==> src/rtl/cache_line_fill.sv <==
// Line refill / writeback engine for the data cache.
// Accepts a miss, optionally writes the dirty victim back as four word writes,
// then fetches the new four-word line over the pipelined m0 master port and
// hands the assembled line back to the cache with a one-cycle done pulse.
module cache_line_fill #(
    parameter int unsigned SIZE      = 8*1024,
    parameter int unsigned MAX_OUTST = 4
) (
    input  logic         clk,
    input  logic         rest,
    input  logic         req_valid,
    output logic         req_ready,
    input  logic [27:0]  req_lineAddr,
    input  logic         req_dirty,
    input  logic [27:0]  req_victimAddr,
    input  logic [127:0] req_victimData,
    output logic         done,
    output logic [127:0] lineData,
    output logic [31:0]  m0_address,
    output logic [3:0]   m0_byteEnable,
    output logic         m0_read,
    output logic         m0_write,
    output logic [31:0]  m0_writeData,
    input  logic [31:0]  m0_readData,
    input  logic         m0_waitRequest,
    input  logic         m0_readDataValid
);

    typedef enum logic [1:0] {
        IDLE,
        WB,
        RD,
        DONE
    } fillState;

    localparam logic [2:0] MaxOut    = 3'(MAX_OUTST);
    localparam logic [2:0] LineWords = 3'd4;

    // SIZE only describes the surrounding cache; the line format is fixed.
    if (MAX_OUTST < 1 || MAX_OUTST > 4 || SIZE < 16) begin : gBadParams
        $error("cache_line_fill: MAX_OUTST must be 1..4 and SIZE at least one line");
    end

    fillState state;
    fillState stateNext;

    // Request fields latched on accept
    logic [27:0]  lineAddrQ;
    logic [27:0]  victimAddrQ;
    logic [127:0] victimDataQ;

    // Transfer counters
    logic [2:0] wbCount;
    logic [2:0] issued;
    logic [2:0] returned;

    // Handshake decodes
    logic accept;
    logic writeFire;
    logic readFire;
    logic beatFire;
    logic lastWrite;
    logic lastBeat;

    // Next values for the registered command outputs and counters
    logic [2:0]   wbCountNext;
    logic [2:0]   issuedNext;
    logic [2:0]   returnedNext;
    logic [2:0]   outstandingNext;
    logic         writeNext;
    logic         readNext;
    logic [31:0]  addressNext;
    logic [31:0]  writeDataNext;
    logic [27:0]  lineSel;
    logic [27:0]  victimSel;
    logic [127:0] victimDataSel;

    // Handshake decodes shared by the FSM and the datapath
    always_comb begin
        accept    = req_valid && req_ready;
        writeFire = m0_write && !m0_waitRequest;
        readFire  = m0_read && !m0_waitRequest;
        beatFire  = m0_readDataValid && (state == RD) && (returned < LineWords);
        lastWrite = writeFire && (wbCount == 3'd3);
        lastBeat  = beatFire && (returned == 3'd3);
    end

    // State register
    always_ff @(posedge clk) begin
        if (rest) begin
            state <= IDLE;
        end else begin
            state <= stateNext;
        end
    end

    // Next-state logic
    always_comb begin
        stateNext = state;
        unique case (state)
            IDLE: begin
                if (accept) begin
                    stateNext = req_dirty ? WB : RD;
                end
            end
            WB: begin
                if (lastWrite) begin
                    stateNext = RD;
                end
            end
            RD: begin
                if (lastBeat) begin
                    stateNext = DONE;
                end
            end
            DONE: begin
                stateNext = IDLE;
            end
            default: begin
                stateNext = IDLE;
            end
        endcase
    end

    // FSM-decoded outputs
    always_comb begin
        req_ready     = (state == IDLE) && !rest;
        done          = (state == DONE);
        m0_byteEnable = (m0_read || m0_write) ? 4'hF : 4'h0;
    end

    // Command scheduling: decide what the registered m0 outputs present next cycle.
    // The request fields are taken straight from the inputs in the accept cycle so
    // the first command can appear the cycle after accept; later cycles use the
    // latched copy. A stalled command keeps its counter value, so address and data
    // recompute to the same values and stay stable.
    always_comb begin
        lineSel       = (state == IDLE) ? req_lineAddr   : lineAddrQ;
        victimSel     = (state == IDLE) ? req_victimAddr : victimAddrQ;
        victimDataSel = (state == IDLE) ? req_victimData : victimDataQ;

        wbCountNext  = accept ? 3'd0 : wbCount  + {2'b00, writeFire};
        issuedNext   = accept ? 3'd0 : issued   + {2'b00, readFire};
        returnedNext = accept ? 3'd0 : returned + {2'b00, beatFire};
        outstandingNext = issuedNext - returnedNext;

        writeNext = (stateNext == WB) && (wbCountNext < LineWords);
        readNext  = (stateNext == RD) && (issuedNext < LineWords)
                    && (outstandingNext < MaxOut);

        addressNext   = m0_address;
        writeDataNext = m0_writeData;
        if (writeNext) begin
            addressNext   = {victimSel, wbCountNext[1:0], 2'b00};
            writeDataNext = victimDataSel[{wbCountNext[1:0], 5'b00000} +: 32];
        end else if (readNext) begin
            addressNext = {lineSel, issuedNext[1:0], 2'b00};
        end
    end

    // Latch the request on accept; later input changes are ignored
    always_ff @(posedge clk) begin
        if (rest) begin
            lineAddrQ   <= '0;
            victimAddrQ <= '0;
            victimDataQ <= '0;
        end else if (accept) begin
            lineAddrQ   <= req_lineAddr;
            victimAddrQ <= req_victimAddr;
            victimDataQ <= req_victimData;
        end
    end

    // Registered command outputs and transfer counters
    always_ff @(posedge clk) begin
        if (rest) begin
            m0_read      <= 1'b0;
            m0_write     <= 1'b0;
            m0_address   <= '0;
            m0_writeData <= '0;
            wbCount      <= '0;
            issued       <= '0;
            returned     <= '0;
        end else begin
            m0_read      <= readNext;
            m0_write     <= writeNext;
            m0_address   <= addressNext;
            m0_writeData <= writeDataNext;
            wbCount      <= wbCountNext;
            issued       <= issuedNext;
            returned     <= returnedNext;
        end
    end

    // Assemble the returned beats in order; held until overwritten by the next fill
    always_ff @(posedge clk) begin
        if (rest) begin
            lineData <= '0;
        end else if (beatFire) begin
            lineData[{returned[1:0], 5'b00000} +: 32] <= m0_readData;
        end
    end

endmodule

==> config.mk <==
export PLATFORM = sky130hd
export DESIGN_NAME = cache_line_fill
export DESIGN_NICKNAME = d
export VERILOG_FILES = /design/src/rtl/cache_line_fill.sv
export SDC_FILE = /design/constraint.sdc
export NUM_CORES = 1
export LEC_CHECK = 0
export CAP_MARGIN = 20
export CELL_PAD_IN_SITES_DETAIL_PLACEMENT = 1
export CELL_PAD_IN_SITES_GLOBAL_PLACEMENT = 2
export CORE_MARGIN = 4
export CORE_UTILIZATION = 31
export CTS_CLUSTER_DIAMETER = 80
export DETAILED_ROUTE_END_ITERATION = 6
export PLACE_DENSITY_LB_ADDON = 0.15
export SLEW_MARGIN = 20
export SYNTH_ARGS = -nofsm -noshare
export SYNTH_HDL_FRONTEND = slang
export SYNTH_SLANG_ARGS = --single-unit
export TNS_END_PERCENT = 20
==> constraint.sdc <==
create_clock -name clk -period 7.45 [get_ports clk]
set_input_delay 0.745 -clock clk [delete_from_list [all_inputs] [get_ports clk]]
set_output_delay 0.745 -clock clk [all_outputs]
set_load 0.02 [all_outputs]
### After elaboration in Yosys (flattened, before gate mapping)

Cells that the tools add are included.

* bits in registers: 387
* bits of input ports: 222
* logic and storage cells: 62

* add/subtract/negate cells: 5
* magnitude comparators: 4
* eq/ne operators: 7
* shift-type cells: 3
* multiplexer cells: 15
* reduce and logical (&&, ||, !) cells: 16

Operator list (count)
* 128-bit bitwise mux: 1
* 128-bit two-way mux: 1
* 32-bit by 9-bit variable shift with 128-bit output, first input constant: 1
* 128-bit by 8-bit indexed part select with 32-bit output: 1
* 32-bit by 9-bit indexed part select with 128-bit output: 1
* 32-bit two-way mux: 2
* 28-bit two-way mux: 2
* 3-bit less-than comparator, second input constant: 4
* 1-bit logical AND: 11
* 3-bit by 1-bit adder with 3-bit output: 3
* 3-bit two-way mux: 3
* 7-bit negator with 9-bit output: 1
* 2-bit two-way mux: 4
* 2-bit one-hot mux with 4 select lines: 1
* 2-bit == test, second input constant: 3
* 3-bit by 2-bit == test with 1-bit output, second input constant: 2
* 2-bit by 1-bit == test with 1-bit output, second input constant: 2
* 4-bit two-way mux: 1
* 3-bit subtractor: 1
* 1-bit logical NOT: 2
* 2-bit logical NOT: 1
* 2-bit nonzero test: 1
* 1-bit logical OR: 1

### Longest topological paths before layout

* depth after elaboration: 11
* gate-level depth with buffers: 14

### Worst setup path after synthesis

Ideal clock, no wire load.

* path type: input port to flip-flop
* start: input port rest
* end: register m0_address[3]
* library setup time: 103 ps
* arrival: 3195 ps
* path slack: 4152 ps
* cell stages on the path: 13
* path buffers: 5
* cell sequence: or4b_1 -> buf_2 -> clkbuf_1 -> clkbuf_1 -> nand2_1 -> ha_1 -> nor2_1 -> o21ai_0 -> or3b_1 -> buf_2 -> or2_1 -> buf_6 -> a2111oi_2

* cells in the longest elaborated chain, start to end: 9
* elaborated cells on any way between the ends: 20
* classes of those cells: 1 x add/sub; 3 x order compare; 2 x eq/ne; 7 x mux; 7 x reduce/logical

RTL lines
* from (decl): RTL line 10 `input logic rest,`
* parallel branches: the longest is 9 deep, another holds 3-bit subtractor
* to (signal assigned): RTL line 187 `m0_address <= addressNext;`
* to (decl): RTL line 19 `output logic [31:0] m0_address,`

Parallel ways; which one is timed is not known. The select of a mux whose other input is x is not followed.
A chain may end at the register's enable or synchronous reset.

### Worst setup path in the final report

* start: input port req_valid
* end: register m0_address[3]

* elaborated cells on any way between the ends: 18
* classes of those cells: 1 x add/sub; 3 x order compare; 2 x eq/ne; 7 x mux; 5 x reduce/logical

RTL lines
* from (decl): RTL line 11 `input logic req_valid,`
* 1-bit logical AND (*): RTL line 80 `accept = req_valid && req_ready;`
* 3-bit two-way mux (*): RTL line 143 `issuedNext = accept ? 3'd0 : issued + {2'b00, readFire};`
* net issuedNext[1]: RTL line 67 `logic [2:0] issuedNext;`
* 3-bit subtractor or 3-bit less-than comparator (tied branches): RTL line 145, 148
* 3-bit less-than comparator or 1-bit logical AND (tied branches): RTL line 149, 148
* 1-bit logical AND: RTL line 149 `&& (outstandingNext < MaxOut);`
* 2-bit nonzero test (no line)

Mark *: on every way through the listed nets, which the timed path passes. The rest lies on a longest branch. The select of a mux whose other input is x is not followed.

==> results.toml <==
[clock_network]
htree_levels = 2
insertion_delay_ns = 0.56
clk_pin_slew_ns = 0.07
cts_sinks = 387
post_cts_buffers = 0
cts-buffers-inserted = 46
cts_root_buffer = "clkbuf_16"
cts_tree = "yes"
ctsResizeCount = 0
cts.path.max_buffers = 3
cts_hold_buf = 0

[die]
dieArea_sq_um = 60200
dieHeight_microns = 245
initial_core_util_pct = 31.5
pin_count = 422
std_cell_rows = 86
die_w_microns = 245
core_sq_um = 55400

[timing]
rsz0062_at_grt = "false"
fin_crit_sh_pct = 51.7
finalMaxSlewViolations = 0
hold_viol = 0
min_period_ns = 3.85
fin_skew_ns = 0.0103
fin_tns_setup_ns = 0
max_slew_margin_pct = 21.5
timing.fmax_mhz = 260
tightestPinTransition_ns = 1.18
setup_viol = 0

[logic_synthesis]
synth_edf_count = 0
synth_largest_area_cell = "dfxtp_1"
synth_flop_cell = "dfxtp_1"
yosysWarnings = 0
synth-seq-cells = 387
yosysSeqAreaShare_pct = 44.3
yosysUniqueCellTypes = 49
syn-instance-count = 2072
synth_area_sq_um = 17500
async_flop_share_pct = 0
synth.area.top_cells = "dfxtp_1 44%, nand2_1 11%, nand3b_1 7.9%"
synth.avg_cell_area_sq_um = 8.43
synth_top_area_share_pct = 44.3

[placement]
placed_cells = 3053
numPortBuffers = 419
routabilityCongestion = 0.781
dp_hpwl_microns = 44200

[setup_path]
rr_worst_depth = 8
end_kind = "register"
path_class = "primary input to register"
critPathArrivalTime_ns = 4.32
worst-r2r-setup-slack_ns = 3.70
startpoint_type = "primary input"
cp_data_required_time_ns = 7.91
cp-startpoint = "req_valid"
worst-path-max-fanout = 54
r2r-start = "state[1]"
r2r_end = "m0_address[3]"
cp-endpoint = "m0_address[3]"

[final_layout]
syn_to_final_growth_pct = 34.8
drive_above_1_share_pct = 7.53
final_util_pct = 42.5
instances_no_fill = 3146
nNetsFinal = 2587

[grt]
antenna_found_initial = 12
grt.total_usage_pct = 22.0
grt-ovfl-total = 0
grt_pass1_wl_microns = 106000
grt_max_degree = 221
grt_pass1_vias = 17252

[routing]
ant_nets = 0
firstDrtPassIters = 5
wl_microns = 68800
via_count = 16645
drc = 0
vias_per_cell = 5.29
drt_iter0_markers = 1059
wl_per_cell_microns = 21.9

[power]
total_power_mw = 5.36
switching_share_pct = 27.0
ir_worst_vdd_mv = 0.139
clkPwrFrac_pct = 41.9
power_leakage_nw = 8.74
internal_power_mw = 3.91
power_switching_mw = 1.45
combPwrFrac_pct = 15.8
sequentialPowerShare_pct = 42.3
power_density_nw_per_um2 = 228

[outcome]
status = "finished clean"

[hold_path]
min_path_cells = 2
hold_path.class = "register to register"

[job]
cap_viol_max_count = 0
metal layers:
| layer | vias up | part of all wire, % | global-route usage (%) |
|---|---|---|---|
| met5 | - | 0.073 | 0 |
| met4 | 8 | 3.0 | 7.23 |
| met3 | 101 | 5.6 | 4.14 |
| met2 | 428 | 47 | 36.0 |
| met1 | 8229 | 44 | 29.5 |
| li1 | 7879 | - | - |
cells by family after synthesis:
logic type / after synthesis / share of synthesized area [%]
AO/OA/AOI/OAI: 361 / 13.4
buffers and inverters: 219 / 5.17
flip-flops: 387 / 44.3
XOR/XNOR: 3 / 0.150
adder cells (fa/ha/maj): 12 / 0.859
other: 1 / 0.0215
AND/OR/NAND/NOR: 1000 / 28.4
multiplexers: 89 / 7.59
stage by stage:
| step | setup slack [ns] | cell area [sq um] | hold slack [ns] |
|---|---|---|---|
| after global routing | 3.41 | 23600 | 0.466 |
| after CTS | 3.64 | 23500 | 0.452 |
| after floorplan | 4.15 | 17500 | 0.445 |
| final | 3.60 | 23600 | 0.449 |
| after global placement | 3.14 | 22000 | 0.437 |
| after detailed placement | 3.05 | 22000 | 0.444 |
how the worst min path moves through the flow:
stage,slack [ns],startpoint,endpoint
detailed placement,0.44,lineData[99],lineData[99]
floorplan,0.44,victimDataQ[0],victimDataQ[0]
finish,0.45,lineData[39],lineData[39]
CTS,0.45,lineData[39],lineData[39]
global route,0.47,lineData[109],lineData[109]
global placement,0.44,lineData[108],lineData[108]
worst max-delay path: stages:
cell             delay, ns
clkdlybuf4s50_1       0.50
or4b_4                0.79
and2_1                0.33
ha_1                  0.32
a211oi_1              0.35
o32ai_4               0.14
buf_4                 0.28
or2_1                 0.44
a2111oi_2             0.34
layout make-up:
type | instances | area (sq um)
clock buffers | 79 | 1480
diodes | 8 | 20.0
inverters | 4 | 15.0
flip-flops and latches | 387 | 7750
fillers | 6350 | 31900
clock inverters | 6 | 32.5
well taps | 748 | 936
multi-input cells | 1467 | 8900
repair buffers | 447 | 4430
placed cells by master (no fill, tap or decap), drive strengths merged, types with 12 or more instances in the layout:
cell type      instances
a211oi                33
nand3                181
buf                   29
a31oi                 30
ha                    12
mux2i                 29
dfxtp                387
nor2b                 38
a21oi                163
o21ai                 33
o221ai                21
clkbuf                79
a311oi                32
or3                   21
nor3                  41
nand3b               184
mux2                  28
mux4                  32
nand2                503
clkdlybuf4s50        418
a2111oi               33
power by group through the flow:
stage | clock network, mW | registers, mW | logic (mW)
floorplan | 0 | 2.33 | 0.433
global route | 2.40 | 2.28 | 0.924
CTS | 2.32 | 2.27 | 0.856
global placement | 0 | 2.30 | 0.838
finish | 2.25 | 2.27 | 0.847
detailed placement | 0 | 2.31 | 0.851
Yosys cell counts (all sizes together) (2+ instances only):
master   instances
dfxtp          387
ha              12
xnor2            3
clkbuf         165
and2             7
mux2            28
inv              4
a2111oi         33
a311oi          32
o221ai          21
nor3            41
a21oi          163
a22o             2
buf             50
nand3b         184
o21ai           33
or2              4
a211oi          33
o221a            7
a31oi           30
nand2          503
or3             21
nor2b           38
nor3b            5
mux4            32
nor2             9
nand3          181
mux2i           29
flip-flops by register name, indices dropped and copies added, names as in the netlist, 2 cells and up:
name	count
state	2
m0_writeData	32
lineAddrQ	28
lineData	128
wbCount	3
issued	3
victimAddrQ	28
victimDataQ	128
m0_address	30
returned	3
Note: power is estimated with default switching activity, not from simulation.
